<file path="src/rtl/instruction_fetch_unit.sv">
// Fetch stage: PC register, instruction memory address, IF/ID pipeline register and BOOT/RUN/HALT control.
// Optional saturating fetch counter enabled by defining FETCH_COUNT_EN.
module instruction_fetch_unit #(
    parameter logic [63:0] RESET_PC  = 64'h0,
    parameter logic [31:0] HALT_WORD = 32'h0000_0000
) (
    input  logic        clk,
    input  logic        reset_n,
    input  logic        Stall,
    input  logic        Branch_Taken,
    input  logic [63:0] Branch_Target,
    output logic [63:0] Inst_Address,
    input  logic [31:0] Instruction,
    output logic [63:0] IFID_PC,
    output logic [31:0] IFID_Instruction,
    output logic        IFID_Valid,
    input  logic        IFID_Ready,
`ifdef FETCH_COUNT_EN
    output logic [31:0] Fetch_Count,
`endif
    output logic        Misaligned,
    output logic        Halted
);

    typedef enum logic [1:0] {
        ST_BOOT = 2'd0,
        ST_RUN  = 2'd1,
        ST_HALT = 2'd2
    } state_t;

    state_t      state_q, state_d;
    logic [63:0] pc_q, pc_d;
    logic [63:0] ifid_pc_q, ifid_pc_d;
    logic [31:0] ifid_instr_q, ifid_instr_d;
    logic        ifid_valid_q, ifid_valid_d;
    logic        misaligned_q, misaligned_d;
    logic        halted_q, halted_d;
    logic        advance_s;

    // Fetch permission: running, not stalled, and IF/ID free or being drained.
    always_comb begin
        advance_s = (state_q == ST_RUN) && !Stall && (!ifid_valid_q || IFID_Ready);
    end

    // Next-state logic; a taken branch outranks stall and halt outside BOOT.
    always_comb begin
        state_d      = state_q;
        pc_d         = pc_q;
        ifid_pc_d    = ifid_pc_q;
        ifid_instr_d = ifid_instr_q;
        ifid_valid_d = ifid_valid_q;
        misaligned_d = misaligned_q;
        case (state_q)
            ST_BOOT: begin
                state_d = ST_RUN;
            end
            ST_RUN, ST_HALT: begin
                if (Branch_Taken) begin
                    pc_d         = {Branch_Target[63:2], 2'b00};
                    ifid_valid_d = 1'b0;
                    state_d      = ST_RUN;
                    if (Branch_Target[1:0] != 2'b00) begin
                        misaligned_d = 1'b1;
                    end else begin
                        misaligned_d = misaligned_q;
                    end
                end else if (advance_s) begin
                    if (Instruction != HALT_WORD) begin
                        ifid_pc_d    = pc_q;
                        ifid_instr_d = Instruction;
                        ifid_valid_d = 1'b1;
                        pc_d         = pc_q + 64'd4;
                    end else begin
                        // Halt word is consumed but never forwarded; a held entry still drains.
                        state_d = ST_HALT;
                        if (IFID_Ready) begin
                            ifid_valid_d = 1'b0;
                        end else begin
                            ifid_valid_d = ifid_valid_q;
                        end
                    end
                end else if (ifid_valid_q && IFID_Ready) begin
                    ifid_valid_d = 1'b0;
                end else begin
                    ifid_valid_d = ifid_valid_q;
                end
            end
            default: begin
                state_d      = ST_BOOT;
                ifid_valid_d = 1'b0;
            end
        endcase
        halted_d = (state_d == ST_HALT);
    end

    // State and pipeline registers.
    always_ff @(posedge clk or negedge reset_n) begin
        if (!reset_n) begin
            state_q      <= ST_BOOT;
            pc_q         <= RESET_PC;
            ifid_pc_q    <= 64'h0;
            ifid_instr_q <= 32'h0;
            ifid_valid_q <= 1'b0;
            misaligned_q <= 1'b0;
            halted_q     <= 1'b0;
        end else begin
            state_q      <= state_d;
            pc_q         <= pc_d;
            ifid_pc_q    <= ifid_pc_d;
            ifid_instr_q <= ifid_instr_d;
            ifid_valid_q <= ifid_valid_d;
            misaligned_q <= misaligned_d;
            halted_q     <= halted_d;
        end
    end

`ifdef FETCH_COUNT_EN
    logic [31:0] fetch_count_q, fetch_count_d;

    // Count accepted IF/ID handoffs, saturating at all-ones.
    always_comb begin
        if (ifid_valid_q && IFID_Ready && (fetch_count_q != 32'hFFFF_FFFF)) begin
            fetch_count_d = fetch_count_q + 32'd1;
        end else begin
            fetch_count_d = fetch_count_q;
        end
    end

    // Fetch counter register.
    always_ff @(posedge clk or negedge reset_n) begin
        if (!reset_n) begin
            fetch_count_q <= 32'h0;
        end else begin
            fetch_count_q <= fetch_count_d;
        end
    end

    assign Fetch_Count = fetch_count_q;
`endif

    assign Inst_Address     = pc_q;
    assign IFID_PC          = ifid_pc_q;
    assign IFID_Instruction = ifid_instr_q;
    assign IFID_Valid       = ifid_valid_q;
    assign Misaligned       = misaligned_q;
    assign Halted           = halted_q;

endmodule

</file>
<file path="config.mk">
export PLATFORM = sky130hd
export DESIGN_NAME = instruction_fetch_unit
export DESIGN_NICKNAME = d
export VERILOG_FILES = /design/src/rtl/instruction_fetch_unit.sv
export SDC_FILE = /design/constraint.sdc
export NUM_CORES = 1
export LEC_CHECK = 0
export ABC_AREA = 1
export ABC_CLOCK_PERIOD_IN_PS = 5700
export CAP_MARGIN = 20
export CORE_MARGIN = 3
export CORE_UTILIZATION = 25
export DETAILED_ROUTE_END_ITERATION = 10
export GPL_TIMING_DRIVEN = 0
export SETUP_SLACK_MARGIN = 0.05
export SYNTH_ARGS = -nofsm -noshare
export SYNTH_HDL_FRONTEND = slang
export SYNTH_SLANG_ARGS = --single-unit
export TNS_END_PERCENT = 10
</file>
<file path="constraint.sdc">
create_clock -name clk -period 5.7 [get_ports clk]
set_clock_uncertainty 0.15 [all_clocks]
set_input_delay 0.57 -clock clk [delete_from_list [all_inputs] [get_ports clk]]
set_output_delay 0.57 -clock clk [all_outputs]
set_load 0.005 [all_outputs]
</file>
==> flow_summary.json, run 1 <==
{
  "crit_type": "input pin to flip-flop",
  "drt-initial-drc-count": 801,
  "cts.sinks": 161,
  "yosysMostFrequentCell": "nand2_1",
  "status": "completed",
  "leakage_nw": 6.11,
  "synth-main-ff-cell": "dfrtp_1",
  "cts_tree": "done",
  "wl_per_cell_um": 18.6,
  "internal_power_w": 0.00252,
  "synth_area_sq_um": 9180,
  "cts_buffers": 17,
  "grt_max_degree": 85,
  "final_nets": 1747,
  "grt_util_all_layers": 0.202,
  "required_ns": 5.89,
  "yosysTopAreaCell": "dfrtp_1",
  "pwr-share-clk": 0.332,
  "clk_latency_ns": 0.45,
  "placedCellCount": 2083,
  "rows": 69,
  "num_vias": 9856,
  "rsz0062_at_grt": "no",
  "layout.cells.non_filler": 2119,
  "hpwlAfterDp_mm": 31.5,
  "place.gp.congestion": 0.950,
  "seq_area_frac_synth": 0.439,
  "root_buffer": "clkbuf_16",
  "clk_pin_slew_ns": 0.06,
  "drt-pass1-iter-count": 6,
  "whs_ns": 0.331,
  "async_flop_share": 1.00,
  "h-tree-depth": 4,
  "final.min_clock_period_ns": 2.62,
  "fin_crit_sh": 0.459,
  "postSynthAreaPerCell_sq_um": 6.75,
  "p_seq_frac": 0.408,
  "postCtsSetupBuffers": 0,
  "fp.dieH_um": 198,
  "via_per_inst": 4.65,
  "antenna_found_initial": 2,
  "critPathCaptureType": "flip-flop",
  "synth_cell_types": 32,
  "initial_core_util": 0.256,
  "die-area_sq_um": 39000,
  "grt_pass1_vias": 9479,
  "start_kind": "input pin",
  "ys_warn_count": 0,
  "maxSlewViolCount": 0,
  "setup_violations": 0,
  "synth_top_area_frac": 0.439,
  "clockBufferDepth": 2,
  "syn-instance-count": 1360,
  "nFillCells": 3845,
  "hold_class": "flip-flop to flip-flop",
  "worstPathMaxFanout": 10,
  "area_delta_synth_final_pct": 41.7,
  "synth_seq_cells": 161,
  "route.detailed.drc": 0,
  "synth_edf_count": 0,
  "drt_wl_total_mm": 39.4,
  "p_comb_frac": 0.260,
  "p_sw_w": 0.00118,
  "ctsResizeCount": 0,
  "postRouteAntennaNets": 0,
  "final_layout_size_suffix_gt1_frac": 0.0713,
  "synth_commonest_cells": "641 x nand2_1, 161 x dfrtp_1, 151 x nor2_1",
  "max_freq_mhz": 382,
  "coreArea_sq_um": 35900,
  "port_buffers": 258,
  "powerDensity_nw_per_um2": 285,
  "arrival_ns": 2.81,
  "ir_worst_vdd_uv": 218,
  "tns_ns": 0,
  "die_w_um": 198,
  "io_pins": 264,
  "final_util": 0.362,
  "p_sw_frac": 0.319,
  "grt_pass1_wl_mm": 58.7,
  "slew_headroom": 0.501,
  "hold_viol": 0,
  "gr-total-overflow": 0,
  "max_cap_viol_count": 0,
  "tightest_slew_ns": 0.749,
  "ys_top_cells_by_area": "dfrtp_1 44%, nand2_1 26%, nor2_1 6.2%, nand3_1 4.9%, o21ai_0 4.2%"
}
## cells in the final DEF, fill, tap and decap left out, drive strengths merged
cell | synthesis | layout
nand3 | 89 | 89
nor2 | 179 | 179
or2 | 6 | 6
nand3b | 1 | 1
inv | 90 | 95
diode | 0 | 3
dfrtp | 161 | 161
conb | 1 | 4
nand2 | 656 | 656
xnor2 | 3 | 3
nor3 | 4 | 4
o211ai | 1 | 1
clkdlybuf4s50 | 0 | 257
o21bai | 2 | 2
a31oi | 1 | 1
a21oi | 3 | 3
buf | 41 | 43
dlygate4sd3 | 0 | 1
o21ai | 89 | 89
ha | 4 | 4
mux2i | 2 | 2
clkinvlp | 0 | 3
xor2 | 1 | 1
clkinv | 0 | 3
clkbuf | 9 | 27
nand4 | 16 | 16
o31ai | 1 | 1
bufinv | 0 | 3
## critical path: stages
cell	delay [ns]
clkdlybuf4s50_1	0.43
nor2_1	0.11
nand2_1	0.07
nor2_1	0.21
nand4_1	0.21
nand3b_1	0.15
buf_2	0.40
inv_2	0.24
buf_2	0.25
nand2_1	0.10
nand2_1	0.06
## area by class of cell
| class | count | area (sq um) | share of cell area |
|---|---|---|---|
| Antenna cell | 3 | 7.51 | 0.000577 |
| Inverter | 90 | 338 | 0.0260 |
| Sequential cell | 161 | 4030 | 0.310 |
| Buffer | 50 | 246 | 0.0190 |
| Multi-Input combinational cell | 1062 | 4580 | 0.352 |
| Tap cell | 461 | 577 | 0.0443 |
| Clock buffer | 18 | 429 | 0.0330 |
| Clock inverter | 14 | 178 | 0.0137 |
| Timing Repair Buffer | 260 | 2630 | 0.202 |
## cells by family (layout without fill, tap and decap cells)
family	count (synthesis)	in the layout	synth area share
other cells	1	7	0.000409
simple gates	951	951	0.431
buf+inv	140	432	0.0637
fa+ha+maj	4	4	0.00545
mux	2	2	0.00218
xor+xnor	4	4	0.00382
flops	161	161	0.439
compound gates	97	97	0.0541
## timing repair
action / in CTS / in global routing
endpoints found under the hold margin: 25 / 0
hold buffers: 1 / 0
endpoints found under the setup margin: 0 / 0
## flip-flops by register name, indices dropped and copies added, names as in the netlist
name / cells
IFID_Valid: 1
IFID_Instruction: 32
IFID_PC: 62
Halted: 1
Inst_Address: 62
Misaligned: 1
state_q: 2
## power groups by stage
stage / logic (W) / registers (W) / clock network, W
after global placement: 0.000957 / 0.00153 / 0
after global routing: 0.00106 / 0.00154 / 0.00130
after floorplan: 0.000341 / 0.00149 / 0
after detailed placement: 0.000969 / 0.00153 / 0
after CTS: 0.000974 / 0.00151 / 0.00126
final: 0.000963 / 0.00151 / 0.00123
## stage by stage
stage	power (W)	setup slack [ns]	area [sq um]
floorplan	0.00183	3.82	9190
global placement	0.00248	-3.10	12300
detailed placement	0.00250	2.60	12400
CTS	0.00374	3.09	13000
global route	0.00390	2.92	13000
finish	0.00371	3.08	13000
## final timing paths
| kind | startpoint | endpoint | slack [ns] | cells after the start |
|---|---|---|---|---|
| worst max-delay path | Instruction[17] | IFID_Instruction[11] | 3.08 | 11 |
| worst min-delay path | IFID_Instruction[13] | IFID_Instruction[13] | 0.33 | 2 |
| worst max register to register | Inst_Address[2] | Inst_Address[60] | 3.29 | 10 |
| worst min register to register | IFID_Instruction[13] | IFID_Instruction[13] | 0.33 | 2 |
| max in group asynchronous | reset_n | IFID_PC[48] | 3.96 | 3 |
| min in group asynchronous | reset_n | IFID_Instruction[11] | 0.56 | 2 |
## layer usage
layer / vias up / global-route usage / routed length [um]
met2: 334 / 0.323 / 18000
met5: - / 0 / 0
li1: 4792 / - / -
met4: 0 / 0.0658 / 828
met1: 4692 / 0.281 / 18300
met3: 38 / 0.0322 / 2320
Note: power is estimated with default switching activity, not from simulation.
==> inputs of run 2 (changes only) <==
--- a/config.mk
+++ b/config.mk
@@ -6,7 +6,7 @@
 export NUM_CORES = 1
 export LEC_CHECK = 0
 export ABC_AREA = 1
-export ABC_CLOCK_PERIOD_IN_PS = 5700
+export ABC_CLOCK_PERIOD_IN_PS = 2200
 export CAP_MARGIN = 20
 export CORE_MARGIN = 3
 export CORE_UTILIZATION = 25
==> constraint.sdc (replaced) <==
create_clock -name clk -period 2.2 [get_ports clk]
set_clock_uncertainty 0.15 [all_clocks]
set_input_delay 0.22 -clock clk [delete_from_list [all_inputs] [get_ports clk]]
set_output_delay 0.22 -clock clk [all_outputs]
set_load 0.005 [all_outputs]
==> flow_summary.json, run 2 (synthesis results as in run 1) <==
{
  "setup_violations": 0,
  "start_kind": "flip-flop",
  "place.gp.congestion": 0.950,
  "clockBufferDepth": 2,
  "cts_tree": "done",
  "fp.dieH_um": 198,
  "die_w_um": 198,
  "tightest_slew_ns": 0.717,
  "rsz0062_at_grt": "yes",
  "num_vias": 9843,
  "drt-initial-drc-count": 804,
  "wl_met2_mm": 18.4,
  "whs_path_depth": 3,
  "drt_wl_total_mm": 39.7,
  "placed_cell_area_sq_um": 12400,
  "hpwlAfterDp_mm": 31.5,
  "clk_latency_ns": 0.45,
  "hold_viol": 0,
  "grt_max_degree": 85,
  "r2r.worst_path.cells": 9,
  "fin_crit_sh": 0.963,
  "cts_buffers": 17,
  "gr-total-overflow": 0,
  "met1Wirelength_mm": 18.3,
  "layout_common_cells": "639 x nand2_1, 257 x clkdlybuf4s50_1, 153 x dfrtp_1",
  "postRouteAntennaNets": 0,
  "final_nets": 1762,
  "via_per_inst": 4.61,
  "max_freq_mhz": 472,
  "initial_core_util": 0.256,
  "leakage_nw": 6.22,
  "final_common_cell": "nand2_1",
  "slew_headroom": 0.522,
  "status": "completed",
  "max_cap_viol_count": 0,
  "area_delta_synth_final_pct": 45.3,
  "grt_util_all_layers": 0.203,
  "die-area_sq_um": 39000,
  "whs_ns": 0.136,
  "required_ns": 2.39,
  "final_layout_size_suffix_gt1_frac": 0.101,
  "wl_met3_mm": 2.19,
  "h-tree-depth": 4,
  "nFillCells": 3816,
  "clk_pin_slew_ns": 0.07,
  "io_pins": 264,
  "worstPathMaxFanout": 5,
  "cts.sinks": 161,
  "arrival_ns": 2.31,
  "root_buffer": "clkbuf_16",
  "critPathCaptureType": "flip-flop",
  "pre_cts_slack_ns": -0.547,
  "drt-pass1-iter-count": 5,
  "maxSlewViolCount": 0,
  "grt_pass1_vias": 9489,
  "crit_type": "flip-flop to flip-flop",
  "highest_layer": "met4",
  "grt_pass1_wl_mm": 58.8,
  "powerDensity_nw_per_um2": 726,
  "route.detailed.drc": 0,
  "fin_ws_ns": 0.0807,
  "power_w": 0.00968,
  "final.min_clock_period_ns": 2.12,
  "port_buffers": 258,
  "ir_worst_vdd_uv": 566,
  "design_area_sq_um": 13300,
  "wl_per_cell_um": 18.6,
  "hold_class": "input pin to flip-flop",
  "rows": 69,
  "antenna_found_initial": 2,
  "coreArea_sq_um": 35900
}
run 2: timing repair:
item	CTS	global route
endpoints found under the hold margin	83	0
pin swaps	0	6
endpoints found under the setup margin	111	142
setup buffers	0	14
cloned	0	1
resized for setup	18	57
hold buffers	1	0
run 2: final cells by class:
type / instances / area, sq um / share of cell area
antenna: 3 / 7.51 / 0.000563
buffer: 50 / 315 / 0.0236
clock buffer: 18 / 429 / 0.0322
clock inverter: 14 / 178 / 0.0133
inverter: 90 / 345 / 0.0259
multi-input combinational: 1062 / 4680 / 0.351
sequential: 161 / 4040 / 0.303
tap: 461 / 577 / 0.0432
timing repair buffer: 275 / 2760 / 0.207
run 2: routing by layer:
| metal | vias to the layer above | GRT usage |
|---|---|---|
| met4 | 0 | 0.0716 |
| met1 | 4690 | 0.282 |
| li1 | 4815 | - |
| met3 | 36 | 0.0309 |
| met2 | 302 | 0.322 |
| met5 | - | 0 |
run 2: final timing paths:
kind                       slack, ns                   end                 start
max                             0.08      Inst_Address[36]      Inst_Address[12]
min                             0.14            Misaligned          Branch_Taken
max reg2reg                     0.08      Inst_Address[36]      Inst_Address[12]
min reg2reg                     0.33  IFID_Instruction[19]  IFID_Instruction[19]
max in group asynchronous       0.82           IFID_PC[48]               reset_n
min in group asynchronous       0.19  IFID_Instruction[11]               reset_n
run 2: worst max-delay path: stages, from the launching register on:
cell and delay (ns):
dfrtp_1 0.49, nand2_1 0.17, nor2_2 0.21, nand2_1 0.21, nor2_1 0.38, nand3_1 0.12, nand2_1 0.08, nand3_1 0.07
nand2_1 0.10, nand2_1 0.05
run 2: metrics by stage:
step	instances	setup TNS (ns)	util
5_1_grt	2133	0	0.371
3_5_place_dp	2083	-55.56	0.345
6_report	2134	0	0.371
2_1_floorplan	1363	0	-
3_3_place_gp	2082	-1053.29	0.344
4_1_cts	2116	0	0.363
run 2: power breakdown:
| part | internal [W] | switching, W | total (W) |
|---|---|---|---|
| registers | 0.00342 | 0.000496 | 0.00392 |
| logic | 0.00136 | 0.00121 | 0.00257 |
| clock network | 0.00181 | 0.00139 | 0.00319 |
==> inputs of run 3 (changes only) <==
--- a/config.mk
+++ b/config.mk
@@ -6,12 +6,11 @@
 export NUM_CORES = 1
 export LEC_CHECK = 0
 export ABC_AREA = 1
-export ABC_CLOCK_PERIOD_IN_PS = 2200
+export ABC_CLOCK_PERIOD_IN_PS = 2100
 export CAP_MARGIN = 20
 export CORE_MARGIN = 3
 export CORE_UTILIZATION = 25
 export DETAILED_ROUTE_END_ITERATION = 10
-export GPL_TIMING_DRIVEN = 0
 export SETUP_SLACK_MARGIN = 0.05
 export SYNTH_ARGS = -nofsm -noshare
 export SYNTH_HDL_FRONTEND = slang
==> constraint.sdc (replaced) <==
create_clock -name clk -period 2.1 [get_ports clk]
set_clock_uncertainty 0.15 [all_clocks]
set_input_delay 0.21 -clock clk [delete_from_list [all_inputs] [get_ports clk]]
set_output_delay 0.21 -clock clk [all_outputs]
set_load 0.005 [all_outputs]
==> flow_summary.json, run 3 (synthesis results as in run 1) <==
{
  "maxSlewViolCount": 0,
  "grt_pass1_wl_mm": 57.1,
  "grt_max_degree": 57,
  "start_kind": "flip-flop",
  "leakage_nw": 6.44,
  "powerDensity_nw_per_um2": 744,
  "placedCellCount": 2123,
  "r2r_slack_ns": 0.11,
  "fp.dieH_um": 198,
  "grt_pass1_vias": 9481,
  "status": "completed",
  "arrival_ns": 2.16,
  "hold_class": "input pin to asynchronous set/reset pin",
  "clockBufferDepth": 2,
  "diodes": 0,
  "nFillCells": 3793,
  "crit_type": "flip-flop to flip-flop",
  "io_pins": 264,
  "fin_ws_ns": 0.114,
  "via_per_inst": 4.59,
  "r2r.worst_path.cells": 11,
  "rows": 69,
  "grt_util_all_layers": 0.191,
  "hpwlAfterDp_mm": 29.9,
  "rsz0062_at_grt": "yes",
  "fin_crit_sh": 0.946,
  "pre_cts_slack_ns": -0.188,
  "layout.cells.non_filler": 2158,
  "port_buffers": 259,
  "setup_violations": 0,
  "ir_worst_vdd_uv": 560,
  "critPathCaptureType": "flip-flop",
  "hold_viol": 0,
  "die-area_sq_um": 39000,
  "gr-total-overflow": 0,
  "antenna_found_initial": 0,
  "cts_tree": "done",
  "final.min_clock_period_ns": 1.99,
  "num_vias": 9905,
  "r2r-start": "Inst_Address[3]",
  "final_nets": 1789,
  "h-tree-depth": 4,
  "root_buffer": "clkbuf_16",
  "final_layout_size_suffix_gt1_frac": 0.106,
  "timing.rr.end": "Inst_Address[44]",
  "max_cap_viol_count": 0,
  "final_common_cell": "nand2_1",
  "wl_per_cell_um": 17.6,
  "drt_wl_total_mm": 37.9,
  "layout_common_cells": "640 x nand2_1, 258 x clkdlybuf4s50_1, 159 x dfrtp_1",
  "tns_ns": 0,
  "drt-initial-drc-count": 748,
  "required_ns": 2.28,
  "place.gp.congestion": 0.927,
  "postRouteAntennaNets": 0,
  "max_freq_mhz": 504,
  "route.detailed.drc": 0,
  "cts_buffers": 17,
  "die_w_um": 198,
  "initial_core_util": 0.256,
  "area_delta_synth_final_pct": 48.3,
  "coreArea_sq_um": 35900,
  "cts.sinks": 161,
  "clk_pin_slew_ns": 0.08,
  "worstPathMaxFanout": 6,
  "drt-pass1-iter-count": 5,
  "clk_latency_ns": 0.44
}
==> run 3: final cells by class <==
class / instances / area [sq um] / area share
multi-input cells: 1062 / 4600 / 0.338
inverters: 90 / 340 / 0.0250
repair buffers: 352 / 3470 / 0.255
flip-flops and latches: 161 / 4030 / 0.296
well taps: 461 / 577 / 0.0424
clock inverters: 11 / 129 / 0.00947
clock buffers: 21 / 460 / 0.0338
==> run 3: critical path: stages, from the launching register on <==
cell	delay (ns)
dfrtp_1	0.42
ha_1	0.20
nand2_1	0.11
nor2_4	0.13
nand2_4	0.12
nor2_4	0.22
buf_4	0.18
nand3_1	0.08
nand2_1	0.07
nand3_1	0.06
nand2_1	0.07
nand2_1	0.05
==> run 3: routing by layer <==
layer | vias to the layer above | routed length [um] | global-route usage | share of wire
met5 | - | 0 | 0 | 0
met4 | 0 | 709 | 0.0545 | 0.019
met3 | 32 | 2090 | 0.0317 | 0.055
met2 | 308 | 17400 | 0.303 | 0.46
met1 | 4682 | 17700 | 0.270 | 0.47
li1 | 4883 | - | - | -
==> run 3: power breakdown <==
group          leakage [nW]  switching, W  internal (W)
Combinational          4.17       0.00133       0.00155
Clock                 0.272       0.00140       0.00182
Sequential             2.00      0.000438       0.00358
Total                  6.44       0.00317       0.00695
==> run 3: worst max-delay path by stage <==
stage,startpoint,end,slack (ns),depth (start not counted)
floorplan,Inst_Address[2],Inst_Address[60],0.22,10
global placement,Instruction[11],Inst_Address[36],-0.14,11
detailed placement,Instruction[17],Inst_Address[52],-0.19,11
CTS,Inst_Address[3],Inst_Address[60],0.08,10
global route,Inst_Address[2],Inst_Address[59],-0.02,10
finish,Inst_Address[3],Inst_Address[44],0.11,11
==> run 3: metrics by stage <==
| step | util | cell area (sq um) | power [W] | hold slack [ns] |
|---|---|---|---|---|
| finish | 0.379 | 13600 | 0.0101 | 0.109 |
| global route | 0.379 | 13600 | 0.0107 | 0.137 |
| CTS | 0.377 | 13500 | 0.0102 | 0.0960 |
| detailed placement | 0.360 | 12900 | 0.00694 | 0.0114 |
| global placement | 0.360 | 12900 | 0.00692 | 0.0131 |
| floorplan | - | 9190 | 0.00498 | -0.236 |
==> run 3: repair_timing <==
item	4_1_cts	5_1_grt
buffers inserted	0	1
hold endpoints to repair	161	0
hold buffers	1	0
gates resized for setup	0	16
endpoints found under the setup margin	0	104
